**config.mk**
```make
export PLATFORM = sky130hd
export DESIGN_NAME = rr_arb8_flat
export DESIGN_NICKNAME = d
export VERILOG_FILES = /design/src/rtl/rr_arb8_if.sv /design/src/rtl/rr_arb8.sv /design/src/flat_wrapper.sv
export SDC_FILE = /design/constraint.sdc
export NUM_CORES = 1
export LEC_CHECK = 0
export ABC_AREA = 0
export CORE_MARGIN = 3
export CORE_UTILIZATION = 50
export CTS_BUF_LIST = sky130_fd_sc_hd__clkbuf_4
export DETAILED_ROUTE_END_ITERATION = 12
export PLACE_DENSITY = 0.9
export SYNTH_ARGS = -nofsm -noshare
export SYNTH_HDL_FRONTEND = slang
export SYNTH_SLANG_ARGS = --single-unit
export TNS_END_PERCENT = 5
```
**constraint.sdc**
```tcl
create_clock -name clk -period 3.13 [get_ports clk]
set_clock_uncertainty 0.05 [all_clocks]
set_input_delay 0.626 -clock clk [delete_from_list [all_inputs] [get_ports clk]]
set_output_delay 0.626 -clock clk [all_outputs]
set_load 0.02 [all_outputs]
```
**src/rtl/rr_arb8_if.sv**
```systemverilog
// Request/grant bundle between requesters and the rr_arb8 arbiter.
// The master side raises requests; the slave side is the arbiter.
interface rr_arb8_if;
  logic       en;
  logic [7:0] req;
  logic       done;
  logic [7:0] gnt;
  logic [2:0] gnt_idx;
  logic       gnt_vld;
  logic       tmo;

  modport master (
    output en, req, done,
    input  gnt, gnt_idx, gnt_vld, tmo
  );

  modport slave (
    input  en, req, done,
    output gnt, gnt_idx, gnt_vld, tmo
  );
endinterface

```
**src/rtl/rr_arb8.sv**
```systemverilog
// Eight-way round-robin arbiter feeding a 3-to-8 decoder; all outputs registered.
// Optional forced release after HOLD_MAX cycles when RR_ARB8_TIMEOUT_EN is defined.
module rr_arb8 #(
  parameter int HOLD_MAX = 4
) (
  input logic       clk,
  input logic       rst_n,
  rr_arb8_if.slave  bus
);

  localparam logic [0:0] IDLE  = 1'b0;
  localparam logic [0:0] GRANT = 1'b1;

  if (HOLD_MAX < 1 || HOLD_MAX > 255) begin : g_bad_hold
    $error("rr_arb8: HOLD_MAX out of range 1..255");
  end

  logic [0:0] state;
  logic [2:0] ptr;
  logic [2:0] idx_q;
  logic       vld_q;
  logic [7:0] gnt_q;
  logic       tmo_q;

  logic [2:0] win;
  logic [2:0] cand;
  logic       found;
  logic       rel_base;
  logic       rel;
  logic       tmo_hit;

  // First set request at or above ptr, wrapping 7 -> 0.
  always_comb begin
    win   = ptr;
    cand  = ptr;
    found = 1'b0;
    for (int k = 0; k < 8; k++) begin
      cand = ptr + 3'(k);
      if (!found && bus.req[cand]) begin
        win   = cand;
        found = 1'b1;
      end
    end
  end

  assign rel_base = bus.done
                  | ~bus.req[idx_q]
                  | ~bus.en;

`ifdef RR_ARB8_TIMEOUT_EN
  logic [7:0] cnt;

  // cnt counts completed GRANT cycles; the HOLD_MAX-th edge releases.
  assign tmo_hit = (cnt == 8'(HOLD_MAX - 1));
  assign rel     = rel_base | tmo_hit;

  always_ff @(posedge clk) begin
    if (!rst_n) begin
      cnt <= '0;
    end else if (state == GRANT && !rel) begin
      cnt <= cnt + 8'd1;
    end else begin
      cnt <= '0;
    end
  end
`else
  assign tmo_hit = 1'b0;
  assign rel     = rel_base;
`endif

  always_ff @(posedge clk) begin
    if (!rst_n) begin
      state <= IDLE;
      ptr   <= '0;
      idx_q <= '0;
      vld_q <= 1'b0;
      gnt_q <= '0;
      tmo_q <= 1'b0;
    end else begin
      tmo_q <= 1'b0;
      unique case (state)
        IDLE: begin
          if (bus.en && found) begin
            state <= GRANT;
            idx_q <= win;
            vld_q <= 1'b1;
            gnt_q <= 8'd1 << win;
          end
        end
        GRANT: begin
          if (rel) begin
            state <= IDLE;
            vld_q <= 1'b0;
            gnt_q <= '0;
            ptr   <= idx_q + 3'd1;
            tmo_q <= tmo_hit & ~rel_base;
          end
        end
        default: state <= IDLE;
      endcase
    end
  end

  assign bus.gnt     = gnt_q;
  assign bus.gnt_idx = idx_q;
  assign bus.gnt_vld = vld_q;
  assign bus.tmo     = tmo_q;

endmodule

```
**src/flat_wrapper.sv**
```systemverilog
// flat-port wrapper written by rule: the top's interface ports become plain ports
module rr_arb8_flat 
#(
  parameter int HOLD_MAX = 4
)
  (clk, rst_n, bus_en, bus_req, bus_done, bus_gnt, bus_gnt_idx, bus_gnt_vld, bus_tmo);
  rr_arb8_if bus_i ();
  input logic clk;
  input logic rst_n;
  input wire logic [$bits(bus_i.en)-1:0] bus_en;
  input wire logic [$bits(bus_i.req)-1:0] bus_req;
  input wire logic [$bits(bus_i.done)-1:0] bus_done;
  output wire logic [$bits(bus_i.gnt)-1:0] bus_gnt;
  output wire logic [$bits(bus_i.gnt_idx)-1:0] bus_gnt_idx;
  output wire logic [$bits(bus_i.gnt_vld)-1:0] bus_gnt_vld;
  output wire logic [$bits(bus_i.tmo)-1:0] bus_tmo;
  assign bus_i.en = bus_en;
  assign bus_i.req = bus_req;
  assign bus_i.done = bus_done;
  assign bus_gnt = bus_i.gnt;
  assign bus_gnt_idx = bus_i.gnt_idx;
  assign bus_gnt_vld = bus_i.gnt_vld;
  assign bus_tmo = bus_i.tmo;
  rr_arb8 #(.HOLD_MAX(HOLD_MAX)) u_core (.clk(clk), .rst_n(rst_n), .bus(bus_i));
endmodule
```
==> results.md, run 1 <==
* Status: completed
* Vias per cell at 6.955
* Setup Viol. Count Final at 0
* # DRC at 0
* Register area share after synthesis at 0.2102
* Initial antenna violation count at 0
* FF+latch count, synth at 16
* Slew margin rel. at 0.5286
* Combinational Power Share at 0.635
* Pwr dens at 435.5 nW/µm²
* Syn. warnings at 0
* Max Root-Sink Buffers at 2
* Placed inst area at 2006 µm²
* Final Util at 0.7820
* CTS tree: yes
* Die Width at 61.21 µm
* Fin worst setup slack at 65.04 ps
* Final Hold Viols at 0
* Setup crit end kind: flop
* # rows at 19
* Largest net degree at the start of global routing at 18
* DR vias at 1683
* Number of buffers added on ports at 23
* # Max-Cap Violations at 0
* Remaining antenna violation count at 0
* Iter 0 DRT Violations at 137
* Clk sinks at 16
* Mapped Cells at 152
* Worst setup SP type: flop
* Diode count at 0
* Dpl ws at -425.9 ps
* Crit share post-route at 0.9792
* Post-layout net count at 227
* Sequential fraction of design power at 0.249
* CTS clock-pin slew for the worst setup and hold paths at 90 ps
* Distinct cells, synth at 47
* Die area at 3746 µm²
* I/O pin cnt at 25
* Post-layout instance area at 2212 µm²
* Core area at 2829 µm²
* Total wire length at 5426 µm
* Async SR Flop Fraction at 0
* Leakage power at 0.8680 nW
* Crit path required time at 3270 ps
* Post-DP HPWL at 3803 µm
* Setup tns final at 0 ps
* Root buffer cell: clkbuf_4
* Skew-Pair Late Insertion Delay at 300 ps
* Num CTS Buffers at 3
* First-pass GRT wire length at 7714 µm
* DR pass1 iterations at 4
* EDFF count, synth at 0
* Area delta synth->final at 45.16%
* Hold-critical path depth at 1
* P_sw at 0.3936 mW
* Class of the worst hold path: reg -> reg
* Share of layout cells above drive strength 1 at 0.4550
* Worst Path Max Fanout at 17
* Post-CTS Hold Buffers at 0
* Clk network pwr share at 0.115
* H-tree Lvls at 1
* Worst-margin pin slew at 704.7 ps
* Starting Density at 0.5387
* Placer Congestion at 0.8496
* GRT Residual Overflow at 0
* GR Util All Layers at 0.2835
* VDD IR-drop max at 0.0003020 V
* Final Max Tran Viols at 0
* Crit path DAT at 3210 ps
* Avg WL per Cell at 22.42 µm
* Mean post-synth cell area at 10.03 µm²
* Vias in the first global route at 1600
* Mapped Area at 1524 µm²
* Register-to-Register Path Depth at 8
* Fin crit period at 3065 ps
* Synthesized net count at 167
* Die height at 61.21 µm
* Sw Share at 0.4086
* Internal at 0.5698 mW
* Crit path kind: reg -> reg
* Fmax at 0.3263 GHz
* Primary FF master, synth: dfxtp_1
## placed cells by master (no fill, tap or decap), types with 3 or more instances in the layout
master and n:
dlymetal6s2s_1 3, nand3_1 4, mux2i_1 3, mux2i_2 6
dfxtp_1 13, clkdlybuf4s50_1 15, nand3_2 4, xor2_1 4
a32o_1 8, a211oi_1 3, inv_1 8, nand2b_1 3
buf_4 39, mux2_2 3, a21oi_1 8, mux4_2 14
o21ai_0 5, nor2_1 10, nand2_1 4, dfxtp_2 3
dlygate4sd2_1 5, mux2i_4 3, clkbuf_4 3
## cell families after synthesis
kind of cell / count (synthesis) / synth area share
AO/OA/AOI/OAI: 47 / 0.2332
XOR/XNOR: 5 / 0.02873
adder cells (fa/ha/maj): 3 / 0.02463
buffers and inverters: 18 / 0.06076
flip-flops: 16 / 0.2102
multiplexers: 29 / 0.3284
other: 1 / 0.002461
AND/OR/NAND/NOR: 33 / 0.1117
## cells in the mapped netlist, types with 2 or more instances
cell | instances | area share
inv_1 | 10 | 0.025
nand2b_1 | 3 | 0.012
o21ai_0 | 6 | 0.020
mux4_1 | 3 | 0.052
xor2_1 | 4 | 0.023
a32o_1 | 9 | 0.059
o21ai_1 | 2 | 0.0066
buf_6 | 2 | 0.015
mux2_2 | 3 | 0.022
dfxtp_1 | 16 | 0.21
nor2_1 | 10 | 0.025
a211oi_1 | 3 | 0.015
clkbuf_1 | 2 | 0.0049
mux4_2 | 11 | 0.16
nand3_1 | 7 | 0.023
a31oi_1 | 2 | 0.0082
a32oi_1 | 2 | 0.011
buf_4 | 2 | 0.0098
buf_2 | 2 | 0.0066
ha_1 | 3 | 0.025
a21oi_1 | 8 | 0.026
mux2i_1 | 9 | 0.059
mux2i_2 | 2 | 0.018
o32ai_1 | 2 | 0.011
a211o_1 | 2 | 0.011
nand2_1 | 4 | 0.0098
a221oi_1 | 2 | 0.011
o221ai_1 | 2 | 0.011
## power groups by stage
| stage | logic [mW] | clock network [mW] | registers, mW |
|---|---|---|---|
| floorplan | 0.291 | 0 | 0.254 |
| global placement | 0.470 | 0 | 0.241 |
| detailed placement | 0.495 | 0 | 0.243 |
| CTS | 0.509 | 0.115 | 0.238 |
| finish | 0.612 | 0.111 | 0.240 |
| global route | 0.646 | 0.120 | 0.242 |
## stage by stage
stage,cells,power (mW),hold slack (ps)
floorplan,152,0.5447,395.1
global placement,232,0.7116,401.5
detailed placement,232,0.7376,408.4
CTS,237,0.8619,428.2
global route,242,1.008,451.4
finish,242,0.9634,426.0
## registers in the layout, indices dropped and copies added (netlist names)
| register | flops |
|---|---|
| u_core.bus.gnt | 8 |
| u_core.bus.gnt_idx | 3 |
| u_core.ptr | 3 |
| u_core.bus.gnt_vld | 1 |
| u_core.state | 1 |
## worst paths after layout
path,to,startpoint,slack [ps]
max,u_core.bus.gnt[7]$_SDFFE_PN0P_,u_core.ptr[2]$_SDFFE_PN0P_,70
min,u_core.bus.gnt[5]$_SDFFE_PN0P_,u_core.bus.gnt[5]$_SDFFE_PN0P_,430
max reg2reg,u_core.bus.gnt[7]$_SDFFE_PN0P_,u_core.ptr[2]$_SDFFE_PN0P_,70
min reg2reg,u_core.bus.gnt[5]$_SDFFE_PN0P_,u_core.bus.gnt[5]$_SDFFE_PN0P_,430
## final cells by class
type / count / area, µm²
fillers: 164 / 616.8
flip-flops and latches: 16 / 324.1
clock inverters: 1 / 3.754
repair buffers: 63 / 535.5
inverters: 10 / 37.54
clock buffers: 3 / 22.52
well taps: 31 / 38.79
multi-input cells: 118 / 1250
## repair_timing
action | 4_1_cts | 5_1_grt
resized for setup | 11 | 32
pin swaps | 2 | 8
gates cloned | 0 | 0
setup buffers | 1 | 5
setup endpoints to repair | 9 | 11
## layer usage
metal	share of wire	vias to the layer above	global-route usage	wire length, µm
met5	0	-	0	0
met2	0.49	139	0.4607	2671
li1	-	727	-	-
met3	0.10	22	0.06499	541
met4	0.033	0	0.1238	177
met1	0.38	795	0.3606	2035
## critical path, stage by stage (launching register included)
cell	delay, ps
dfxtp_2	600
xor2_1	620
mux2i_4	410
nand3_2	170
nand4b_1	310
o21ai_2	260
mux2i_1	110
buf_4	160
a32o_1	270
Power figures use the tool's default switching activity.
==> run 2, diff against run 1 <==
--- a/config.mk
+++ b/config.mk
@@ -6,6 +6,7 @@
 export NUM_CORES = 1
 export LEC_CHECK = 0
 export ABC_AREA = 0
+export CORE_ASPECT_RATIO = 0.6
 export CORE_MARGIN = 3
 export CORE_UTILIZATION = 50
 export CTS_BUF_LIST = sky130_fd_sc_hd__clkbuf_4
==> results.md, run 2 (synthesized netlist as in run 1, its figures left out) <==
* Num CTS Buffers at 3 (unchanged)
* CTS tree: yes (unchanged)
* Max Root-Sink Buffers at 2 (unchanged)
* Initial antenna violation count at 0 (unchanged)
* Starting Density at 0.5649 (was 0.5387)
* Vias per cell at 6.984 (was 6.955)
* Remaining antenna violation count at 0 (unchanged)
* DR pass1 iterations at 5 (was 4)
* Placed inst area at 1987 µm² (was 2006 µm²)
* Multi-input logic area at 1227 µm² (was 1250 µm²)
* Fin crit period at 3064 ps (was 3065 ps)
* Final Non-Filler Cells at 247 (was 242)
* Skew-Pair Late Insertion Delay at 290 ps (was 300 ps)
* Post-DP HPWL at 3896 µm (was 3803 µm)
* Post-layout net count at 224 (was 227)
* Share of layout cells above drive strength 1 at 0.3816 (was 0.4550)
* Area delta synth->final at 43.43% (was 45.16%)
* Min-delay src: u_core.bus.gnt[7]$_SDFFE_PN0P_ (was u_core.bus.gnt[5]$_SDFFE_PN0P_)
* Root buffer cell: clkbuf_4 (unchanged)
* GRT Residual Overflow at 0 (unchanged)
* Placed cell count at 237 (was 232)
* Setup Viol. Count Final at 0 (unchanged)
* Diode count at 0 (unchanged)
* Total wire length at 5567 µm (was 5426 µm)
* Class of the worst hold path: reg -> reg (unchanged)
* Final Util at 0.8103 (was 0.7820)
* VDD IR-drop max at 0.0003122 V (was 0.0003020 V)
* Commonest non-fill, non-tap cell in the layout: buf_4 (unchanged)
* Internal at 0.5506 mW (was 0.5698 mW)
* Iter 0 DRT Violations at 232 (was 137)
* Worst setup SP type: flop (unchanged)
* Setup tns final at 0 ps (unchanged)
* Die height at 48.77 µm (was 61.21 µm)
* Clk sinks at 16 (unchanged)
* # DRC at 0 (unchanged)
* Avg WL per Cell at 22.54 µm (was 22.42 µm)
* Number of buffers added on ports at 23 (unchanged)
* Sequential Area at 320.3 µm² (was 324.1 µm²)
* Register-to-Register Path Depth at 11 (was 8)
* # Max-Cap Violations at 0 (unchanged)
* Fmax at 0.3264 GHz (was 0.3263 GHz)
* Largest net degree at the start of global routing at 13 (was 18)
* First-pass GRT wire length at 8535 µm (was 7714 µm)
* Status: completed (unchanged)
* Crit path kind: reg -> reg (unchanged)
* Leakage power at 0.8705 nW (was 0.8680 nW)
* CTS clock-pin slew for the worst setup and hold paths at 90 ps (about the same)
* Combinational Power Share at 0.629 (was 0.635)
* Crit path DAT at 3200 ps (was 3210 ps)
* Sw Share at 0.4099 (was 0.4086)
* Die area at 3768 µm² (was 3746 µm²)
* Post-layout instance area at 2186 µm² (was 2212 µm²)
* I/O pin cnt at 25 (unchanged)
* DR vias at 1725 (was 1683)
* Hold-critical path depth at 1 (unchanged)
* H-tree Lvls at 1 (unchanged)
* Placer Congestion at 0.8674 (was 0.8496)
* Max FFs per register at 8 (unchanged)
* Worst Path Max Fanout at 8 (was 17)
* Core area at 2698 µm² (was 2829 µm²)
* Commonest non-fill, non-tap cells in the layout: 37 x buf_4, 16 x dfxtp_1, 15 x clkdlybuf4s50_1 (was 39 x buf_4, 15 x clkdlybuf4s50_1, 14 x mux4_2)
* Reg2Reg Setup Slack at 70 ps (about the same)
* Setup crit end kind: flop (unchanged)
* Clk network pwr share at 0.115 (about the same)
* Vias in the first global route at 1658 (was 1600)
* Final Hold Viols at 0 (unchanged)
* Slew margin rel. at 0.5946 (was 0.5286)
* Worst-margin pin slew at 607.3 ps (was 704.7 ps)
* # rows at 14 (was 19)
* WHS Endpoint: u_core.bus.gnt[7]$_SDFFE_PN0P_ (was u_core.bus.gnt[5]$_SDFFE_PN0P_)
* Pwr dens at 426.9 nW/µm² (was 435.5 nW/µm²)
* Final Max Tran Viols at 0 (unchanged)
* P_sw at 0.3825 mW (was 0.3936 mW)
* FF-to-FF Start: u_core.ptr[1]$_SDFFE_PN0P_ (was u_core.ptr[2]$_SDFFE_PN0P_)
* Die Width at 77.28 µm (was 61.21 µm)
* Fill count at 173 (was 164)
* Crit share post-route at 0.9789 (was 0.9792)
* Crit path required time at 3260 ps (was 3270 ps)
* Sequential fraction of design power at 0.256 (was 0.249)
* GR Util All Layers at 0.2859 (was 0.2835)
* Worst r2r dst: u_core.bus.gnt[1]$_SDFFE_PN0P_ (was u_core.bus.gnt[7]$_SDFFE_PN0P_)
-- run 2: what timing repair did --
item | CTS | global route
pin swaps | 0 | 1
buffers inserted | 0 | 7
setup endpoints to repair | 9 | 11
gates resized for setup | 7 | 23
hold buffers | 0 | 0
-- run 2: layout make-up --
cell class                 instances  area share
inverter                          10     0.01717
sequential                        16      0.1465
timing repair buffer              60      0.2416
tap                               40     0.02290
clock buffer                       3     0.01030
multi-input combinational        118      0.5615
-- run 2: routing by layer --
metal / global-route usage / routed length, µm / vias up / share of wire
met5: 0 / 0 / - / 0
met4: 0.09467 / 172 / 0 / 0.031
met3: 0.04815 / 605 / 26 / 0.11
met2: 0.4456 / 2590 / 153 / 0.47
met1: 0.4035 / 2199 / 830 / 0.40
li1: - / - / 716 / -
-- run 2: power by group through the flow --
stage	Sequential [mW]	Clock, mW	Combinational, mW
2_1_floorplan	0.254	0	0.291
5_1_grt	0.241	0.125	0.616
3_3_place_gp	0.240	0	0.466
3_5_place_dp	0.242	0	0.493
6_report	0.239	0.107	0.587
4_1_cts	0.238	0.108	0.511
-- run 2: worst max-delay path by stage --
stage | start | end | slack (ps) | depth (start not counted)
final | u_core.ptr[1]$_SDFFE_PN0P_ | u_core.bus.gnt[1]$_SDFFE_PN0P_ | 70 | 11
after global routing | u_core.ptr[1]$_SDFFE_PN0P_ | u_core.bus.gnt[4]$_SDFFE_PN0P_ | -20 | 11
after CTS | bus_req[0] | u_core.bus.gnt_idx[1]$_SDFFE_PN0P_ | 20 | 9
after detailed placement | bus_req[7] | u_core.bus.gnt[6]$_SDFFE_PN0P_ | -350 | 8
after global placement | bus_req[7] | u_core.bus.gnt[6]$_SDFFE_PN0P_ | -250 | 8
after floorplan | u_core.ptr[1]$_SDFFE_PN0P_ | u_core.bus.gnt[4]$_SDFFE_PN0P_ | 9 | 11
-- run 2: through the flow --
step / setup WS, ps / power (mW) / hold slack [ps]
after detailed placement: -349.7 / 0.7350 / 407.3
after global routing: -20.09 / 0.9819 / 460.5
after floorplan: 9.164 / 0.5447 / 395.1
after CTS: 18.24 / 0.8569 / 432.8
final: 65.93 / 0.9331 / 429.0
after global placement: -246.6 / 0.7062 / 400.6
-- run 2: worst max-delay path, cell delays in order (launching register included) --
cell and delay [ps]:
dfxtp_1 360, inv_1 100, ha_4 350, buf_4 190
mux4_2 360, mux2i_4 250, buf_4 170, and2_1 160
a2bb2oi_1 220, nor3_2 70, o32a_1 400, a32o_1 290
==> run 3, diff against run 2 <==
--- a/config.mk
+++ b/config.mk
@@ -6,6 +6,7 @@
 export NUM_CORES = 1
 export LEC_CHECK = 0
 export ABC_AREA = 0
+export CAP_MARGIN = 20
 export CORE_ASPECT_RATIO = 0.6
 export CORE_MARGIN = 3
 export CORE_UTILIZATION = 50
==> results of run 3 <==
No change in the layout: final DEF, timing and power equal those of run 2.
